`src/rtl/dmem_mmio_console.sv`:
```
// Memory-mapped console/timer/halt peripheral decoded alongside data_memory.
// Byte TX FIFO drained over valid/ready, 64-bit cycle counter, TOHOST halt register.
module dmem_mmio_console #(
  parameter logic [31:0] BASE_ADDR  = 32'h1000_0000,
  parameter int          FIFO_DEPTH = 8
) (
  input  logic        clk,
  input  logic        rst_n,
  input  logic [31:0] addr,
  input  logic [31:0] wdata,
  input  logic        we,
  input  logic        re,
  input  logic [3:0]  byte_en,
  output logic [31:0] rdata,
  output logic        sel,
  output logic        tx_valid,
  output logic [7:0]  tx_data,
  input  logic        tx_ready,
  output logic        halted,
  output logic [31:0] exit_code
);

  localparam int AW = $clog2(FIFO_DEPTH);
  typedef logic [AW:0] ptr_t;

  localparam logic [2:0] OFF_TX     = 3'd0;
  localparam logic [2:0] OFF_STATUS = 3'd1;
  localparam logic [2:0] OFF_CYC_LO = 3'd2;
  localparam logic [2:0] OFF_CYC_HI = 3'd3;
  localparam logic [2:0] OFF_TOHOST = 3'd4;

  ptr_t        wr_ptr_q, wr_ptr_d;
  ptr_t        rd_ptr_q, rd_ptr_d;
  logic        ovf_q, ovf_d;
  logic        halted_q, halted_d;
  logic [31:0] exit_code_q, exit_code_d;
  logic [63:0] cycle_q, cycle_d;
  logic [31:0] hi_snap_q, hi_snap_d;
  logic [7:0]  mem_q [FIFO_DEPTH];

  logic [2:0]  off;
  ptr_t        count;
  logic        full, empty;
  logic        push_req, push, pop;
  logic [7:0]  cnt8;
  logic [31:0] status;
  logic        unused_ok;

  // Word registers only: the two low address bits are don't-care.
  assign unused_ok = ^addr[1:0];

  assign sel   = (addr[31:5] == BASE_ADDR[31:5]);
  assign off   = addr[4:2];
  assign count = wr_ptr_q - rd_ptr_q;
  assign full  = (count == ptr_t'(FIFO_DEPTH));
  assign empty = (count == '0);
  assign cnt8  = 8'(count);

  assign tx_valid  = !empty;
  assign tx_data   = mem_q[rd_ptr_q[AW-1:0]];
  assign halted    = halted_q;
  assign exit_code = exit_code_q;

  assign status = {16'h0, cnt8, 4'h0, ovf_q, halted_q, empty, full};

  // A push into a full FIFO still lands if the head leaves on the same edge.
  assign pop      = tx_valid && tx_ready;
  assign push_req = sel && we && (off == OFF_TX) && byte_en[0];
  assign push     = push_req && (!full || pop);

  always_comb begin
    rdata = 32'h0;
    if (sel) begin
      case (off)
        OFF_STATUS: rdata = status;
        OFF_CYC_LO: rdata = cycle_q[31:0];
        OFF_CYC_HI: rdata = hi_snap_q;
        OFF_TOHOST: rdata = exit_code_q;
        default:    rdata = 32'h0;
      endcase
    end
  end

  always_comb begin
    wr_ptr_d    = wr_ptr_q;
    rd_ptr_d    = rd_ptr_q;
    ovf_d       = ovf_q;
    halted_d    = halted_q;
    exit_code_d = exit_code_q;
    cycle_d     = cycle_q + 64'd1;
    hi_snap_d   = hi_snap_q;

    if (push) wr_ptr_d = wr_ptr_q + ptr_t'(1);
    if (pop)  rd_ptr_d = rd_ptr_q + ptr_t'(1);
    if (push_req && !push) ovf_d = 1'b1;

    if (sel && we && (off == OFF_STATUS) && byte_en[0] && wdata[3])
      ovf_d = 1'b0;

    // Snapshot the high word with the LO read so a LO/HI pair is coherent.
    if (sel && re && (off == OFF_CYC_LO))
      hi_snap_d = cycle_q[63:32];

    if (sel && we && (off == OFF_TOHOST) && (byte_en == 4'b1111) && !halted_q) begin
      halted_d    = 1'b1;
      exit_code_d = wdata;
    end
  end

  always_ff @(posedge clk or negedge rst_n) begin
    if (!rst_n) begin
      wr_ptr_q    <= '0;
      rd_ptr_q    <= '0;
      ovf_q       <= 1'b0;
      halted_q    <= 1'b0;
      exit_code_q <= 32'h0;
      cycle_q     <= 64'h0;
      hi_snap_q   <= 32'h0;
    end else begin
      wr_ptr_q    <= wr_ptr_d;
      rd_ptr_q    <= rd_ptr_d;
      ovf_q       <= ovf_d;
      halted_q    <= halted_d;
      exit_code_q <= exit_code_d;
      cycle_q     <= cycle_d;
      hi_snap_q   <= hi_snap_d;
    end
  end

  // Storage needs no reset; emptiness is tracked by the pointers.
  always_ff @(posedge clk) begin
    if (push) mem_q[wr_ptr_q[AW-1:0]] <= wdata[7:0];
  end

endmodule

```
`config.mk`:
```
export PLATFORM = sky130hd
export DESIGN_NAME = dmem_mmio_console
export DESIGN_NICKNAME = d
export VERILOG_FILES = /design/src/rtl/dmem_mmio_console.sv
export SDC_FILE = /design/constraint.sdc
export NUM_CORES = 1
export LEC_CHECK = 0
export ABC_AREA = 0
export ABC_CLOCK_PERIOD_IN_PS = 3600
export BUFFER_PORTS_ARGS = -buffer_cell sky130_fd_sc_hd__buf_2
export CAP_MARGIN = 25
export CELL_PAD_IN_SITES_DETAIL_PLACEMENT = 1
export CELL_PAD_IN_SITES_GLOBAL_PLACEMENT = 2
export CORE_ASPECT_RATIO = 0.8
export CORE_MARGIN = 8
export CORE_UTILIZATION = 38
export CTS_BUF_LIST = sky130_fd_sc_hd__clkbuf_16
export DETAILED_ROUTE_END_ITERATION = 16
export HOLD_SLACK_MARGIN = 0.05
export PLACE_DENSITY_LB_ADDON = 0.1
export SLEW_MARGIN = 20
export SYNTH_ARGS = -nofsm -noshare
export SYNTH_HDL_FRONTEND = slang
export SYNTH_SLANG_ARGS = --single-unit
```
`constraint.sdc`:
```
create_clock -name clk -period 3.6 [get_ports clk]
set_input_delay 0.36 -clock clk [delete_from_list [all_inputs] [get_ports clk]]
set_output_delay 0.36 -clock clk [all_outputs]
set_load 0.02 [all_outputs]
```
==> qor.yml <==
outcome:
  run_status: "completed"
routing:
  drt-wirelength-per-cell_um: 21.6
  drt-pass1-iter-count: 4
  vias_per_cell: 5.25
  routed_wl_um: 27000
  antenna_violating_nets_post_route: 0
  drt_iter0_markers: 339
  remaining_drc_errors: 0
  num_vias: 6584
logic_synthesis:
  synthDominantCellAreaShare_pct: 36.5
  netlist_top_cells_area: "dfrtp_1, edfxtp_1, mux2_2, nor2_1, mux4_2"
  synthDominantAreaCellType: "dfrtp_1"
  ys_seq_area_share_pct: 56.9
  synthesis.yosys.warnings: 0
  synth_cells: 757
  synth_ff_type: "dfrtp_1"
  synth.ff_latch_count: 202
  avgSynthCellArea_um2: 12.5
  netlist-cell-type-count: 50
  net_count_after_synthesis: 837
  synth-edff-count: 64
  synthesis.area_um2: 9450
  postSynth.asyncResetShare_pct: 68.3
cts:
  ctsRootBufferMaster: "clkbuf_16"
  clk_pin_slew_worst_paths_ps: 60
  cts_made_buffers: 23
  htreeDepth: 1
  cts.path.max_buffers: 3
  cts_tree: "yes"
  cts.sinks: 202
  latest_clock_arrival_within_the_worst_skew_pair_ps: 510
run:
  drv.max_cap_violation_count: 0
sta:
  finalHoldViolCount: 0
  final.min_clock_period_ps: 3420
  timing.slew.headroom_pct: 37.2
  worst-slew-pin-transition_ps: 938
  finalMaxSlewViolations: 0
  timing.fmax_mhz: 293
  finClkSkew_ps: 14.0
  setup_tns_final_ps: 0
  rsz_0062_raised_after_global_routing: "no"
  timing.final.crit_share_pct: 94.9
  setup-violations-final: 0
floorplanning:
  number_of_rows_created_at_floorplan: 51
  starting_density_of_the_core_pct: 38.8
  core-area_um2: 24400
  dieHeight_um: 157
  die_w_um: 192
  die-area_um2: 30200
  pin_count: 148
critical_path:
  rr_worst_depth: 8
  worst_ep_arrival_time_ps: 3060
  critPathCaptureType: "primary output"
  worst-setup-path-type: "flop to primary output"
  critical_path.startpoint_type: "flop"
  worstPathMaxFanout: 8
  worst_ep_required_time_ps: 3240
layout:
  syn_to_final_growth_pct: 19.6
  layout_commonest_cell: "buf_2"
  final_net_count: 1000
  filler_cell_count: 2594
  stdcell_area_um2: 11300
  antenna_cells: 0
  multi_input_comb_area_um2: 3870
  sequential_cell_area_um2: 5380
  layout_common_cells: "buf_2, dfrtp_1, nor2_1, edfxtp_1, nand2_1"
  final-instance-count-excl-fill: 1254
  final_layout_size_suffix_gt1_share_pct: 31.5
global_route:
  pin_count_of_the_biggest_net_entering_global_routing: 96
  track_usage_pct: 17.9
  global_route_wire_length_before_repair_um: 42600
  grt_pass1_vias: 7240
  global_route.overflow_total: 0
  grt_antenna_before_repair: 0
hold_path:
  hp-class: "input port to flop"
  holdPathStages: 2
pwr:
  worst_vdd_drop_mv: 0.210
  seqPwrFrac_pct: 51.8
  combinational_group_share_of_total_power_pct: 3.0
  p_sw_share_pct: 22.1
  fin_total_pwr_mw: 4.58
  internal_dissipation_mw: 3.57
  power.net_switching_mw: 1.01
  pwr-share-clk_pct: 45.3
  power_leakage_nw: 5.23
  powerDensity_nw_per_um2: 405
placement:
  numPortBuffers: 145
  place.gp.congestion: 0.789
  number_of_cells_in_the_design_after_placement: 1211
  dp_hpwl_um: 19900
  placed_cell_area_um2: 10600
## kinds of logic after synthesis
family | count (synthesis) | synth area share (%)
fa+ha+maj | 7 | 1.01
compound gates | 45 | 2.61
mux | 114 | 15.9
flops | 202 | 56.9
xor+xnor | 70 | 6.48
simple gates | 271 | 14.8
buf+inv | 48 | 2.30
## final cells by class
type                       count  share of cell area, %
tap                          318                   3.52
clock inverter                18                  0.675
sequential                   202                   47.6
clock buffer                  23                   5.09
timing repair buffer         172                   8.42
inverter                      14                  0.465
multi-input combinational    507                   34.3
## what timing repair did
item                       4_1_cts  5_1_grt
cloned                           0        0
resized for setup                1        1
buffers inserted                 0        0
hold buffers                     2        0
setup endpoints to repair        1        1
pin swaps                        0        0
hold endpoints to repair        95        0
## cell usage after synthesis, drive strengths merged, types with 4 or more instances
library cell and instances:
mux2 71, a21oi 35, nor3 8, or2 5, nor2 97, buf 16, nand4 16, mux4 16
clkbuf 18, nand3 28, mux2i 27, nand2b 4, ha 6, nand2 57, xor2 34, nor4 31
dfrtp 138, xnor2 36, edfxtp 64, inv 13, and3 8
## metrics by stage
stage,hold WS [ps],worst slack (ps),utilization (%)
after floorplan,64.4,366,-
final,66.2,184,46.4
after global routing,54.9,61.3,46.4
after global placement,458,631,43.6
after CTS,53.4,78.6,46.4
after detailed placement,480,509,43.6
## final timing paths
path / slack, ps / from / endpoint
worst max-delay path: 180 / wr_ptr_q[0] / rdata[1]
worst min-delay path: 70 / wdata[8] / exit_code[8]
worst max register to register: 640 / wr_ptr_q[0] / mem_q[7][5]
worst min register to register: 480 / cycle_q[63] / cycle_q[63]
max in group asynchronous: 2250 / rst_n / wr_ptr_q[0]
min in group asynchronous: 550 / rst_n / cycle_q[47]
## power by group through the flow
stage	Combinational (mW)	Clock (mW)	Sequential, mW
global placement	0.134	0	2.41
finish	0.136	2.07	2.37
floorplan	0.0372	0	2.42
detailed placement	0.139	0	2.41
global route	0.153	2.22	2.37
CTS	0.142	2.13	2.37
## flip-flops by register name, summed over array words and instances, names as in the netlist
signal,cells
rd_ptr_q,4
cycle_q,64
halted,1
ovf_q,1
hi_snap_q,32
mem_q,64
exit_code,32
wr_ptr_q,4
## routing by layer
layer | up-vias | track usage, % | part of all wire, %
met2 | 177 | 27.1 | 43
met1 | 3334 | 26.0 | 49
li1 | 3039 | - | -
met5 | - | 0 | 0
met3 | 34 | 3.41 | 6.2
met4 | 0 | 4.43 | 2.0
## critical path: stages (launching register included)
cell,delay (ps)
dfrtp_2,460
inv_1,130
ha_1,240
fa_1,380
xnor2_1,150
buf_4,150
nor2_1,140
o21ai_1,200
or3_1,370
a21oi_1,150
buf_2,180
Power figures use the tool's default switching activity.
